--- src/rtl/soft_rst_seq_if.sv ---
// Control/status bundle between the soft reset sequencer and its environment.
// master drives the requests and lock status; slave (the sequencer) drives the resets and status.
interface soft_rst_seq_if #(
   parameter int RTW = 2
);
   logic           sw_rst_req;
   logic           sw_rx_rst_req;
   logic           rx_lock;
   logic           soft_pcs_rst_n;
   logic           soft_tx_rst_n;
   logic           soft_rx_rst_n;
   logic           busy;
   logic           link_up;
   logic           fail;
   logic [RTW-1:0] retry_cnt;
   logic [2:0]     dbg_state;

   modport master (
      output sw_rst_req, sw_rx_rst_req, rx_lock,
      input  soft_pcs_rst_n, soft_tx_rst_n, soft_rx_rst_n,
      input  busy, link_up, fail, retry_cnt, dbg_state
   );

   modport slave (
      input  sw_rst_req, sw_rx_rst_req, rx_lock,
      output soft_pcs_rst_n, soft_tx_rst_n, soft_rx_rst_n,
      output busy, link_up, fail, retry_cnt, dbg_state
   );
endinterface

--- src/rtl/soft_rst_seq.sv ---
// Soft PCS/TX/RX reset sequencer in the cfg clock domain: PCS, then TX, then RX, then wait
// for RX lock, retrying RX-only reset on lock timeout or lock loss.
module soft_rst_seq #(
   parameter int CNT_W        = 16,
   parameter int PCS_HOLD_CYC = 16,
   parameter int TX_DLY_CYC   = 8,
   parameter int RX_DLY_CYC   = 8,
   parameter int LOCK_TMO_CYC = 1024,
   parameter int MAX_RETRY    = 3
) (
   input  logic                i_cfg_clk,
   input  logic                i_cfg_rst_n,
   soft_rst_seq_if.slave       bus
);
   localparam int RTW = $clog2(MAX_RETRY + 1);

   if (PCS_HOLD_CYC < 1 || PCS_HOLD_CYC >= (2 ** CNT_W) ||
       TX_DLY_CYC   < 1 || TX_DLY_CYC   >= (2 ** CNT_W) ||
       RX_DLY_CYC   < 1 || RX_DLY_CYC   >= (2 ** CNT_W) ||
       LOCK_TMO_CYC < 1 || LOCK_TMO_CYC >= (2 ** CNT_W) ||
       MAX_RETRY    < 1) begin : g_bad_param
      $error("soft_rst_seq: cycle parameter out of range for CNT_W");
   end

   localparam logic [CNT_W-1:0] PCS_END   = CNT_W'(PCS_HOLD_CYC - 1);
   localparam logic [CNT_W-1:0] TX_END    = CNT_W'(TX_DLY_CYC - 1);
   localparam logic [CNT_W-1:0] RX_END    = CNT_W'(RX_DLY_CYC - 1);
   localparam logic [CNT_W-1:0] LOCK_END  = CNT_W'(LOCK_TMO_CYC - 1);
   localparam logic [RTW-1:0]   RETRY_MAX = RTW'(MAX_RETRY);

   typedef enum logic [2:0] {
      S_PCS  = 3'd0,
      S_TX   = 3'd1,
      S_RX   = 3'd2,
      S_LOCK = 3'd3,
      S_UP   = 3'd4,
      S_FAIL = 3'd5
   } state_t;

   state_t           state_q;
   logic [CNT_W-1:0] cnt_q;
   logic [RTW-1:0]   retry_q;
   logic             pcs_rst_n_q;
   logic             tx_rst_n_q;
   logic             rx_rst_n_q;
   logic             busy_q;
   logic             link_up_q;
   logic             fail_q;

   // Every branch assigns the full output set for its target state so the
   // registered outputs always match state_q on the same edge.
   always_ff @(posedge i_cfg_clk) begin
      if (!i_cfg_rst_n || bus.sw_rst_req) begin
         state_q     <= S_PCS;
         cnt_q       <= '0;
         retry_q     <= '0;
         pcs_rst_n_q <= 1'b0;
         tx_rst_n_q  <= 1'b0;
         rx_rst_n_q  <= 1'b0;
         busy_q      <= 1'b1;
         link_up_q   <= 1'b0;
         fail_q      <= 1'b0;
      end else begin
         cnt_q <= cnt_q + 1'b1;
         case (state_q)
            S_PCS: begin
               if (cnt_q == PCS_END) begin
                  state_q     <= S_TX;
                  cnt_q       <= '0;
                  pcs_rst_n_q <= 1'b1;
               end
            end
            S_TX: begin
               if (cnt_q == TX_END) begin
                  state_q    <= S_RX;
                  cnt_q      <= '0;
                  tx_rst_n_q <= 1'b1;
               end
            end
            S_RX: begin
               if (cnt_q == RX_END) begin
                  state_q    <= S_LOCK;
                  cnt_q      <= '0;
                  rx_rst_n_q <= 1'b1;
               end
            end
            S_LOCK: begin
               if (bus.sw_rx_rst_req) begin
                  state_q    <= S_RX;
                  cnt_q      <= '0;
                  retry_q    <= '0;
                  rx_rst_n_q <= 1'b0;
               end else if (bus.rx_lock) begin
                  state_q   <= S_UP;
                  cnt_q     <= '0;
                  busy_q    <= 1'b0;
                  link_up_q <= 1'b1;
               end else if (cnt_q == LOCK_END) begin
                  cnt_q      <= '0;
                  rx_rst_n_q <= 1'b0;
                  if (retry_q == RETRY_MAX) begin
                     state_q <= S_FAIL;
                     busy_q  <= 1'b0;
                     fail_q  <= 1'b1;
                  end else begin
                     state_q <= S_RX;
                     retry_q <= retry_q + 1'b1;
                  end
               end
            end
            S_UP: begin
               cnt_q <= '0;
               if (bus.sw_rx_rst_req || !bus.rx_lock) begin
                  state_q    <= S_RX;
                  retry_q    <= '0;
                  rx_rst_n_q <= 1'b0;
                  busy_q     <= 1'b1;
                  link_up_q  <= 1'b0;
               end
            end
            S_FAIL: begin
               cnt_q <= '0;
               if (bus.sw_rx_rst_req) begin
                  state_q <= S_RX;
                  retry_q <= '0;
                  busy_q  <= 1'b1;
                  fail_q  <= 1'b0;
               end
            end
            default: begin
               state_q     <= S_PCS;
               cnt_q       <= '0;
               retry_q     <= '0;
               pcs_rst_n_q <= 1'b0;
               tx_rst_n_q  <= 1'b0;
               rx_rst_n_q  <= 1'b0;
               busy_q      <= 1'b1;
               link_up_q   <= 1'b0;
               fail_q      <= 1'b0;
            end
         endcase
      end
   end

   assign bus.soft_pcs_rst_n = pcs_rst_n_q;
   assign bus.soft_tx_rst_n  = tx_rst_n_q;
   assign bus.soft_rx_rst_n  = rx_rst_n_q;
   assign bus.busy           = busy_q;
   assign bus.link_up        = link_up_q;
   assign bus.fail           = fail_q;
   assign bus.retry_cnt      = retry_q;
   assign bus.dbg_state      = state_q;
endmodule

--- src/flat_wrapper.sv ---
// flat-port wrapper written by rule: the top's interface ports become plain ports
module soft_rst_seq_flat 
#(
   parameter int CNT_W        = 16,
   parameter int PCS_HOLD_CYC = 16,
   parameter int TX_DLY_CYC   = 8,
   parameter int RX_DLY_CYC   = 8,
   parameter int LOCK_TMO_CYC = 1024,
   parameter int MAX_RETRY    = 3
)
  (i_cfg_clk, i_cfg_rst_n, bus_sw_rst_req, bus_sw_rx_rst_req, bus_rx_lock, bus_soft_pcs_rst_n, bus_soft_tx_rst_n, bus_soft_rx_rst_n, bus_busy, bus_link_up, bus_fail, bus_retry_cnt, bus_dbg_state);
  soft_rst_seq_if #(.RTW((2))) bus_i ();
  input  logic i_cfg_clk;
  input  logic i_cfg_rst_n;
  input wire logic [$bits(bus_i.sw_rst_req)-1:0] bus_sw_rst_req;
  input wire logic [$bits(bus_i.sw_rx_rst_req)-1:0] bus_sw_rx_rst_req;
  input wire logic [$bits(bus_i.rx_lock)-1:0] bus_rx_lock;
  output wire logic [$bits(bus_i.soft_pcs_rst_n)-1:0] bus_soft_pcs_rst_n;
  output wire logic [$bits(bus_i.soft_tx_rst_n)-1:0] bus_soft_tx_rst_n;
  output wire logic [$bits(bus_i.soft_rx_rst_n)-1:0] bus_soft_rx_rst_n;
  output wire logic [$bits(bus_i.busy)-1:0] bus_busy;
  output wire logic [$bits(bus_i.link_up)-1:0] bus_link_up;
  output wire logic [$bits(bus_i.fail)-1:0] bus_fail;
  output wire logic [$bits(bus_i.retry_cnt)-1:0] bus_retry_cnt;
  output wire logic [$bits(bus_i.dbg_state)-1:0] bus_dbg_state;
  assign bus_i.sw_rst_req = bus_sw_rst_req;
  assign bus_i.sw_rx_rst_req = bus_sw_rx_rst_req;
  assign bus_i.rx_lock = bus_rx_lock;
  assign bus_soft_pcs_rst_n = bus_i.soft_pcs_rst_n;
  assign bus_soft_tx_rst_n = bus_i.soft_tx_rst_n;
  assign bus_soft_rx_rst_n = bus_i.soft_rx_rst_n;
  assign bus_busy = bus_i.busy;
  assign bus_link_up = bus_i.link_up;
  assign bus_fail = bus_i.fail;
  assign bus_retry_cnt = bus_i.retry_cnt;
  assign bus_dbg_state = bus_i.dbg_state;
  soft_rst_seq #(.CNT_W(CNT_W), .PCS_HOLD_CYC(PCS_HOLD_CYC), .TX_DLY_CYC(TX_DLY_CYC), .RX_DLY_CYC(RX_DLY_CYC), .LOCK_TMO_CYC(LOCK_TMO_CYC), .MAX_RETRY(MAX_RETRY)) u_core (.i_cfg_clk(i_cfg_clk), .i_cfg_rst_n(i_cfg_rst_n), .bus(bus_i));
endmodule
--- config.mk ---
export PLATFORM = sky130hd
export DESIGN_NAME = soft_rst_seq_flat
export DESIGN_NICKNAME = d
export VERILOG_FILES = /design/src/rtl/soft_rst_seq_if.sv /design/src/rtl/soft_rst_seq.sv /design/src/flat_wrapper.sv
export SDC_FILE = /design/constraint.sdc
export NUM_CORES = 1
export LEC_CHECK = 0
export ABC_CLOCK_PERIOD_IN_PS = 2100
export BUFFER_PORTS_ARGS = -buffer_cell sky130_fd_sc_hd__buf_2
export CORE_ASPECT_RATIO = 0.5
export CORE_MARGIN = 8
export CORE_UTILIZATION = 40
export CTS_BUF_LIST = sky130_fd_sc_hd__clkbuf_8
export CTS_CLUSTER_DIAMETER = 100
export DETAILED_ROUTE_END_ITERATION = 12
export SKIP_LAST_GASP = 1
export SYNTH_ARGS = -nofsm -noshare
export SYNTH_HDL_FRONTEND = slang
export SYNTH_SLANG_ARGS = --single-unit
--- constraint.sdc ---
create_clock -name i_cfg_clk -period 2.1 [get_ports i_cfg_clk]
set_input_delay 0 -clock i_cfg_clk [delete_from_list [all_inputs] [get_ports i_cfg_clk]]
set_output_delay 0 -clock i_cfg_clk [all_outputs]
set_load 0.02 [all_outputs]
==> results of run 1 <==
## cell families after synthesis
kind of cell	count (synthesis)	synth area share, %
AO/OA/AOI/OAI	35	16.9
flip-flops	27	39.3
adder cells (fa/ha/maj)	2	1.82
XOR/XNOR	15	9.55
buffers and inverters	12	3.55
AND/OR/NAND/NOR	76	28.8
## layout make-up
type                       count  area, um^2  area share, %
tap                           42        52.6           3.29
multi-input combinational    128         793           49.7
clock buffer                   3        41.3           2.59
timing repair buffer          22         140           8.78
clock inverter                 1        8.76          0.549
sequential                    27         541           33.9
inverter                       5        18.8           1.18
## stage by stage
step	std cells	hold slack, ps	util [%]	total power (W)
after floorplan	167	128	-	0.000546
after global placement	224	326	45.8	0.000559
after detailed placement	224	333	45.8	0.000559
after CTS	228	34.9	47.3	0.000879
after global routing	228	64.1	47.5	0.000907
final	228	34.4	47.5	0.000872
## worst reg2reg max path, delay by kind of cell, from the launching register on
kind / cells / cell delay (ps)
flip-flops: 1 / 350
AO/OA/AOI/OAI: 2 / 290
AND/OR/NAND/NOR: 3 / 1250
## power groups by stage
stage / clock (W) / combinational (W) / sequential [W]
after global placement: 0 / 0.0000325 / 0.000527
after CTS: 0.000331 / 0.0000323 / 0.000515
final: 0.000325 / 0.0000323 / 0.000515
after global routing: 0.000355 / 0.0000368 / 0.000515
after floorplan: 0 / 0.0000199 / 0.000526
after detailed placement: 0 / 0.0000319 / 0.000527
## cells in the mapped netlist (2+ instances only)
library cell / instances
o31a_1: 2
nand3b_1: 3
o31ai_1: 2
dfxtp_1: 27
xor2_1: 9
nor4_1: 2
inv_1: 5
ha_1: 2
nand4_1: 2
nand3_1: 6
nand2_1: 9
and3_1: 4
a32oi_1: 2
nor3_1: 6
clkbuf_1: 6
nand2b_1: 3
xnor2_1: 6
a21oi_1: 11
nor2_1: 32
o21ai_0: 7
## timing repair
item	4_1_cts	5_1_grt
hold buffers	0	0
gates resized for setup	0	2
endpoints found under the setup margin	0	3
## sequential cells by signal (all words and copies together) (netlist names)
name	cells
u_core.bus.soft_rx_rst_n	1
u_core.bus.soft_pcs_rst_n	1
u_core.cnt_q	16
u_core.bus.retry_cnt	2
u_core.bus.busy	1
u_core.bus.fail	1
u_core.bus.link_up	1
u_core.bus.soft_tx_rst_n	1
u_core.bus.dbg_state	3
## per-layer routing
metal  global-route usage (%)  vias to the layer above  share of wire (%)
met5                        0                        -                  0
met4                     3.24                        0               0.97
met3                     3.64                        2                4.5
met2                     17.9                       19                 44
met1                     13.4                      586                 50
li1                         -                      626                  -
## final timing paths
check                               startpoint                                   end
hold / removal               bus_sw_rx_rst_req          u_core.bus.busy$_SDFFE_PP1P_
hold reg to reg   u_core.bus.busy$_SDFFE_PP1P_          u_core.bus.busy$_SDFFE_PP1P_
setup reg to reg   u_core.cnt_q[11]$_SDFF_PP0_  u_core.bus.dbg_state[2]$_SDFFE_PP0P_
setup / recovery   u_core.cnt_q[11]$_SDFF_PP0_  u_core.bus.dbg_state[2]$_SDFFE_PP0P_
==> out/qor.txt, run 1 <==
Crit path max-delay family -> simple AND/OR/NAND/NOR gates
Worst-margin pin slew -> 522 ps
Max cap viols -> 0
Die area -> 5680 um^2
Synth warn -> 0
Final setup fails -> 0
DRC errors left -> 0
Clock power share -> 37.3%
Hold WC Path Type -> input pin to flop
Port bufs -> 15
Syn Nets -> 174
Critical-path cell list -> or4_4 -> nor4_4 -> o31ai_2 -> or3_1 -> a21oi_1
RSZ-0062 raised after global routing -> true
Chip Height -> 57.5 um
Worst EP arrival -> 2160 ps
Iter 0 DRT Violations -> 29
Reg2Reg Depth -> 5
Final Hold Vio Count -> 0
Number of global-route vias before repair -> 1,158
Pin count of the biggest net entering global routing -> 18
Layout cells sized above 1 -> 17.2%
Most used DFF post-synth -> dfxtp_1
Nets@finish -> 194
Setup Fix Bufs, Post-CTS -> 0
Crit-path max cell delay -> 560 ps
Crit share post-route -> 92.8%
Asr flop ratio synth -> 0%
Worst skew pair latency -> 280 ps
Via count -> 1,233
CTS tree -> built
DP Area -> 1540 um^2
Initial Utilization -> 40.9%
P_sw -> 0.000207 W
Total Routed Length -> 3000 um
Critical path type -> flop to flop
N_diodes -> 0
WP data required -> 2320 ps
Num rows -> 15
Reg clk slew, reported paths -> 100 ps
Initial antenna violation count -> 0
Combinational power share -> 3.7%
Final worst setup slack -> 151 ps
Dpl ws -> 154 ps
Pint -> 0.000665 W
Via-to-Cell Ratio -> 5.41
CTS Root Cell -> clkbuf_8
Hold depth -> 3
Grt total ovfl -> 0
GRT Overall Usage -> 11.0%
Most frequent cells in the layout -> nor2_1, dfxtp_1, buf_2
Worst Clk Skew -> 3.58 ps
# H-tree levels -> 1
Area contributors post-synth -> dfxtp_1, nor2_1, xor2_1, a21oi_1, xnor2_1
WP depth -> 5
Slew Limit Fails -> 0
Crit path max fanout -> 4
Post-DRT Antenna Nets -> 0
Share of total power in sequential cells -> 59.0%
Post-route minimum period -> 1950 ps
Num Clock Sinks -> 27
Status -> complete, no violations
Cell count after synthesis -> 167
RePlAce Congestion -> 0.800
Sequential share of the synthesized area -> 39.3%
Cell taking the most area after synthesis -> dfxtp_1
Longest Clk Path Bufs -> 2
Core footprint -> 3360 um^2
First-pass DRT Iterations -> 4
Setup slack, reg-to-reg -> 150 ps
PwrDens -> 547 nW/um^2
Final HPWL DP -> 2190 um
Yosys top cell area share -> 39.3%
Sw frac -> 23.7%
Max VDD drop -> 0.324 mV
TritonCTS Buffers -> 3
Ports -> 16
Register bit total from synthesis -> 27
Synth unique cells -> 41
Syn_area_per_cell -> 8.23 um^2
Number of fill cells -> 335
Die Width -> 98.9 um
Cell Area, Synth -> 1380 um^2
Drt wl/cell -> 13.1 um
Number of flops mapped to enable cells by yosys -> 0
FMAX -> 0.513 GHz
Leak pwr -> 0.587 nW
Global-route wire length before repair -> 5150 um
Worst path slowest cell -> or4_4
Max-slew headroom -> 64.9%
Buf/Inv on CP -> 0
Finished Cell Area -> 1600 um^2
Setup TNS -> 0 ps
Critical path startpoint category -> flop
CP Capture Type -> flop
Most common cell after layout, fill and taps aside -> nor2_1
Area Overhead vs Synth -> 16.0%
(Power assumes the default switching activity.)
==> run 2, diff against run 1 <==
Settings changed: BUFFER_PORTS_ARGS -buffer_cell sky130_fd_sc_hd__buf_2 to unset, DONT_BUFFER_PORTS set to 1, TNS_END_PERCENT set to 50.
==> run 2 against run 1 <==
Clock-buffer cell count stayed put; core utilization fell by 2.2 points; design area shrank 4.7%; critical path depth rose by 1; non-clock buffer count shrank 14; global-route usage down 0.15 points; critical endpoint unchanged.
==> out/qor.txt, run 2 (synthesized netlist as in run 1, its figures left out) <==
Status -> complete, no violations
Die area -> 5680 um^2
Hold depth -> 3
GRT met3 Usage -> 4.12%
Port bufs -> 0
Crit share post-route -> 91.8%
# H-tree levels -> 1
Critical-path cell list -> ha_1 -> nand4_1 -> nor4_4 -> o31ai_2 -> or3_1 -> a21oi_1
Hold WC Path Type -> input pin to flop
Crit-path max cell delay -> 400 ps
RSZ-0062 raised after global routing -> false
PwrDens -> 546 nW/um^2
Core footprint -> 3360 um^2
Slew Limit Fails -> 0
Most common cell after layout, fill and taps aside -> nor2_1
Critical path startpoint category -> flop
Nets@finish -> 180
Grt total ovfl -> 0
P_sw -> 0.000173 W
Pin count of the biggest net entering global routing -> 17
PostCTS Resize Cnt -> 0
Share of total power in sequential cells -> 62.0%
Post-DRT Antenna Nets -> 0
Final HPWL DP -> 2110 um
Chip Height -> 57.5 um
N_diodes -> 0
Setup TNS -> 0 ps
Leak pwr -> 0.511 nW
Drt wl/cell -> 13.3 um
Number of global-route vias before repair -> 1,101
Global-route wire length before repair -> 5020 um
Via-to-Cell Ratio -> 5.52
Die Width -> 98.9 um
Grt met2 use -> 18.0%
Worst EP arrival -> 2130 ps
Max-slew headroom -> 66.5%
Num rows -> 15
WP data required -> 2300 ps
Critical path type -> flop to flop
Post-route minimum period -> 1930 ps
Most frequent cells in the layout -> nor2_1, dfxtp_1, a21oi_1
Total Routed Length -> 2850 um
Pint -> 0.000657 W
Iter 0 DRT Violations -> 37
Hold slack -> 30.4 ps
Sw frac -> 20.9%
Most used routing layer -> met2
CP Capture Type -> flop
Num Clock Sinks -> 27
CTS tree -> built
Reg2reg end -> u_core.bus.dbg_state[2]$_SDFFE_PP0P_
Reg2Reg Depth -> 6
Via count -> 1,182
Worst Hold Launch -> bus_rx_lock
RePlAce Congestion -> 0.876
Reg clk slew, reported paths -> 90 ps
Max VDD drop -> 0.240 mV
Initial Utilization -> 40.9%
Worst r2r src -> u_core.cnt_q[0]$_SDFF_PP0_
Combinational power share -> 3.5%
Setup slack, reg-to-reg -> 170 ps
Reg with most FFs -> u_core.cnt_q
Worst Hold End -> u_core.bus.dbg_state[0]$_SDFFE_PP0P_
CTS Root Cell -> clkbuf_8
Worst path slowest cell -> nor4_4
GRT Overall Usage -> 10.8%
Final Hold Vio Count -> 0
TritonCTS Buffers -> 3
Worst Clk Skew -> 12.1 ps
Initial antenna violation count -> 0
Crit path max fanout -> 4
Layout cells sized above 1 -> 8.14%
First-pass DRT Iterations -> 4
Worst-margin pin slew -> 498 ps
Final setup fails -> 0
DRC errors left -> 0
Area Overhead vs Synth -> 10.6%
Ports -> 16
Clock power share -> 34.5%
Worst skew pair latency -> 270 ps
Longest Clk Path Bufs -> 2
Met1 Track Usage GR -> 12.5%
FMAX -> 0.519 GHz
Max cap viols -> 0
Largest register FFs -> 16
## run 2: what timing repair did
item	CTS	global route
buffers inserted	0	0
hold endpoints to repair	1	0
hold buffers	2	0
## run 2: per-layer routing
layer  wire length (um)  up-vias  share of wire, %
met1               1350      548                47
met5                  0        -                 0
li1                   -      604                 -
met4                 27        0              0.95
met3                179        2               6.3
met2               1300       28                45
## run 2: worst max-delay path by stage
stage / cells after the start / from / end / slack, ps
floorplan: 7 / u_core.bus.dbg_state[0]$_SDFFE_PP0P_ / u_core.cnt_q[10]$_SDFF_PP0_ / 160
global placement: 6 / u_core.cnt_q[0]$_SDFF_PP0_ / u_core.bus.dbg_state[2]$_SDFFE_PP0P_ / 190
detailed placement: 6 / u_core.cnt_q[0]$_SDFF_PP0_ / u_core.bus.dbg_state[2]$_SDFFE_PP0P_ / 170
CTS: 6 / u_core.cnt_q[0]$_SDFF_PP0_ / u_core.bus.dbg_state[2]$_SDFFE_PP0P_ / 150
global route: 6 / u_core.cnt_q[0]$_SDFF_PP0_ / u_core.bus.dbg_state[2]$_SDFFE_PP0P_ / 10
finish: 6 / u_core.cnt_q[0]$_SDFF_PP0_ / u_core.bus.dbg_state[2]$_SDFFE_PP0P_ / 170
## run 2: power by group through the flow
stage / registers [W] / clock network [W] / logic [W]
global placement: 0.000527 / 0 / 0.0000253
detailed placement: 0.000527 / 0 / 0.0000253
floorplan: 0.000526 / 0 / 0.0000199
CTS: 0.000515 / 0.000304 / 0.0000289
finish: 0.000515 / 0.000287 / 0.0000287
global route: 0.000515 / 0.000325 / 0.0000323
## run 2: final cells by class
class	instances	area, um^2
Multi-Input combinational cell	128	786
Tap cell	42	52.6
Clock buffer	3	41.3
Timing Repair Buffer	8	77.6
Inverter	5	18.8
Sequential cell	27	541
Fill cell	333	1840
Clock inverter	1	3.75
## run 2: metrics by stage
step	std cells	util [%]	cell area, um^2	total power [W]	setup WS (ps)
global placement	208	43.3	1460	0.000552	189
CTS	214	45.3	1520	0.000847	153
finish	214	45.3	1520	0.000830	173
detailed placement	208	43.3	1460	0.000552	173
global route	214	45.3	1520	0.000873	11.8
floorplan	167	-	1380	0.000546	157
## run 2: worst max-delay path: cells and delay by family, from the launching register on
family / cells / cell delay, ps
AOI/OAI and AO/OA: 2 / 280
adders and majority gates: 1 / 230
DFF: 1 / 360
and+or+nand+nor: 3 / 1000
==> run 3, diff against run 2 <==
Settings changed: PLACE_DENSITY_LB_ADDON set to 0.1, REMOVE_ABC_BUFFERS set to 1.
==> run 3 against run 2 <==
Largest power group unchanged; final cell count is 0.47% higher; sequential share of layout area down 0.29 points; sequential cell count did not move; global-route usage increased by 0.94 points; via count decreased by 1.4%; critical endpoint unchanged; highest routed layer unchanged; clock skew is 9.9 ps lower; clock-buffer cell count did not move; fmax shrank 3.1%; clock power grew 13%; sequential power about the same; power increased by 4.5%.
==> out/qor.txt, run 3 (synthesized netlist as in run 1, its figures left out) <==
Pin count of the biggest net entering global routing -> 18
Final HPWL DP -> 2270 um
Critical-path cell list -> or4_4 -> nor4_4 -> o31ai_2 -> or3_1 -> a21oi_1
# H-tree levels -> 1
Drt wl/cell -> 14.4 um
Placed instance count -> 209
Port bufs -> 0
Setup slack, reg-to-reg -> 110 ps
Crit path max fanout -> 5
Num Clock Sinks -> 27
P_sw -> 0.000202 W
Post-route minimum period -> 1990 ps
Status -> complete, no violations
Iter 0 DRT Violations -> 20
Sw frac -> 23.3%
Total Routed Length -> 3110 um
Non-Filler Instances -> 215
Reg clk slew, reported paths -> 100 ps
Area Overhead vs Synth -> 11.5%
RePlAce Congestion -> 0.825
DRC errors left -> 0
Number of fill cells -> 331
Crit share post-route -> 94.7%
Share of total power in sequential cells -> 59.4%
Worst path slowest cell -> or4_4
Final Hold Vio Count -> 0
Reg with most FFs -> u_core.cnt_q
Worst EP arrival -> 2200 ps
Critical path type -> flop to flop
Leak pwr -> 0.515 nW
Initial antenna violation count -> 0
Combinational power share -> 3.4%
Slew Limit Fails -> 0
Crit-path max cell delay -> 560 ps
PwrDens -> 566 nW/um^2
Layout cells sized above 1 -> 9.25%
Die Width -> 98.9 um
CTS tree -> built
Grt total ovfl -> 0
CTS Root Cell -> clkbuf_8
Die area -> 5680 um^2
Num rows -> 15
Most frequent cells in the layout -> nor2_1, dfxtp_1, a21oi_1
First-pass DRT Iterations -> 4
Most common cell after layout, fill and taps aside -> nor2_1
Max VDD drop -> 0.185 mV
Worst Clk Skew -> 2.28 ps
Global-route wire length before repair -> 5500 um
Largest register FFs -> 16
Post-DRT Antenna Nets -> 0
N_diodes -> 0
Pint -> 0.000665 W
GRT Overall Usage -> 11.8%
Via count -> 1,166
WP data required -> 2310 ps
Critical path startpoint category -> flop
Clock power share -> 37.3%
CP Capture Type -> flop
Worst skew pair latency -> 280 ps
PostCTS Resize Cnt -> 0
Final setup fails -> 0
Via-to-Cell Ratio -> 5.42
Number of global-route vias before repair -> 1,109
Nets@finish -> 181
Initial Utilization -> 40.9%
RSZ-0062 raised after global routing -> true
Setup Fix Bufs, Post-CTS -> 0
Longest Clk Path Bufs -> 2
Hold WC Path Type -> input pin to flop
Worst-margin pin slew -> 533 ps
Chip Height -> 57.5 um
Max-slew headroom -> 64.5%
Core footprint -> 3360 um^2
TritonCTS Buffers -> 3
FMAX -> 0.503 GHz
Max cap viols -> 0
Setup TNS -> 0 ps
Ports -> 16
-- run 3: changes by cell type in the layout (fill, tap and decap cells not counted), sizes merged --
cell	previous run	this run
buf	6	7
-- run 3: area by class of cell --
class / instances / area (um^2) / share of cell area, %
Timing Repair Buffer: 9 / 85.1 / 5.55
Inverter: 5 / 18.8 / 1.22
Clock inverter: 1 / 8.76 / 0.571
Tap cell: 42 / 52.6 / 3.43
Clock buffer: 3 / 41.3 / 2.69
Multi-Input combinational cell: 128 / 786 / 51.3
Sequential cell: 27 / 541 / 35.3
-- run 3: what timing repair did --
| action | in CTS | in global routing |
|---|---|---|
| hold buffers | 2 | 0 |
| setup endpoints to repair | 0 | 1 |
| endpoints found under the hold margin | 1 | 0 |
-- run 3: stage by stage --
stage	util (%)	total power, W	setup slack (ps)	area (um^2)	hold slack (ps)
3_3_place_gp	43.5	0.000552	173	1460	147
2_1_floorplan	-	0.000542	133	1350	128
4_1_cts	45.6	0.000884	111	1530	14.4
5_1_grt	45.6	0.000910	-0.417	1530	48.4
6_report	45.6	0.000867	112	1530	22.8
3_5_place_dp	43.5	0.000552	148	1460	140
-- run 3: worst max-delay path, delay by kind of cell (launching register included) --
kind	cells	cell delay [ps]
AO/OA/AOI/OAI	2	280
flip-flops	1	350
AND/OR/NAND/NOR	3	1290
-- run 3: per-layer routing --
metal	up-vias	routed length (um)	track usage, %
met3	3	194	3.88
met1	536	1590	15.8
met5	-	0	0
met4	0	11	1.94
met2	24	1310	17.9
li1	603	-	-
-- run 3: final timing paths --
path	cells past startpoint	endpoint	startpoint
worst max-delay path	5	u_core.bus.dbg_state[2]$_SDFFE_PP0P_	u_core.cnt_q[11]$_SDFF_PP0_
worst max register to register	5	u_core.bus.dbg_state[2]$_SDFFE_PP0P_	u_core.cnt_q[11]$_SDFF_PP0_
worst min-delay path	3	u_core.bus.dbg_state[0]$_SDFFE_PP0P_	bus_rx_lock
worst min register to register	1	u_core.cnt_q[0]$_SDFF_PP0_	u_core.cnt_q[0]$_SDFF_PP0_
-- run 3: power by group through the flow --
stage               registers, W  clock network [W]  logic (W)
finish                  0.000515           0.000323  0.0000293
global route            0.000516           0.000362  0.0000329
floorplan               0.000526                  0  0.0000160
detailed placement      0.000527                  0  0.0000258
global placement        0.000527                  0  0.0000257
CTS                     0.000515           0.000340  0.0000295
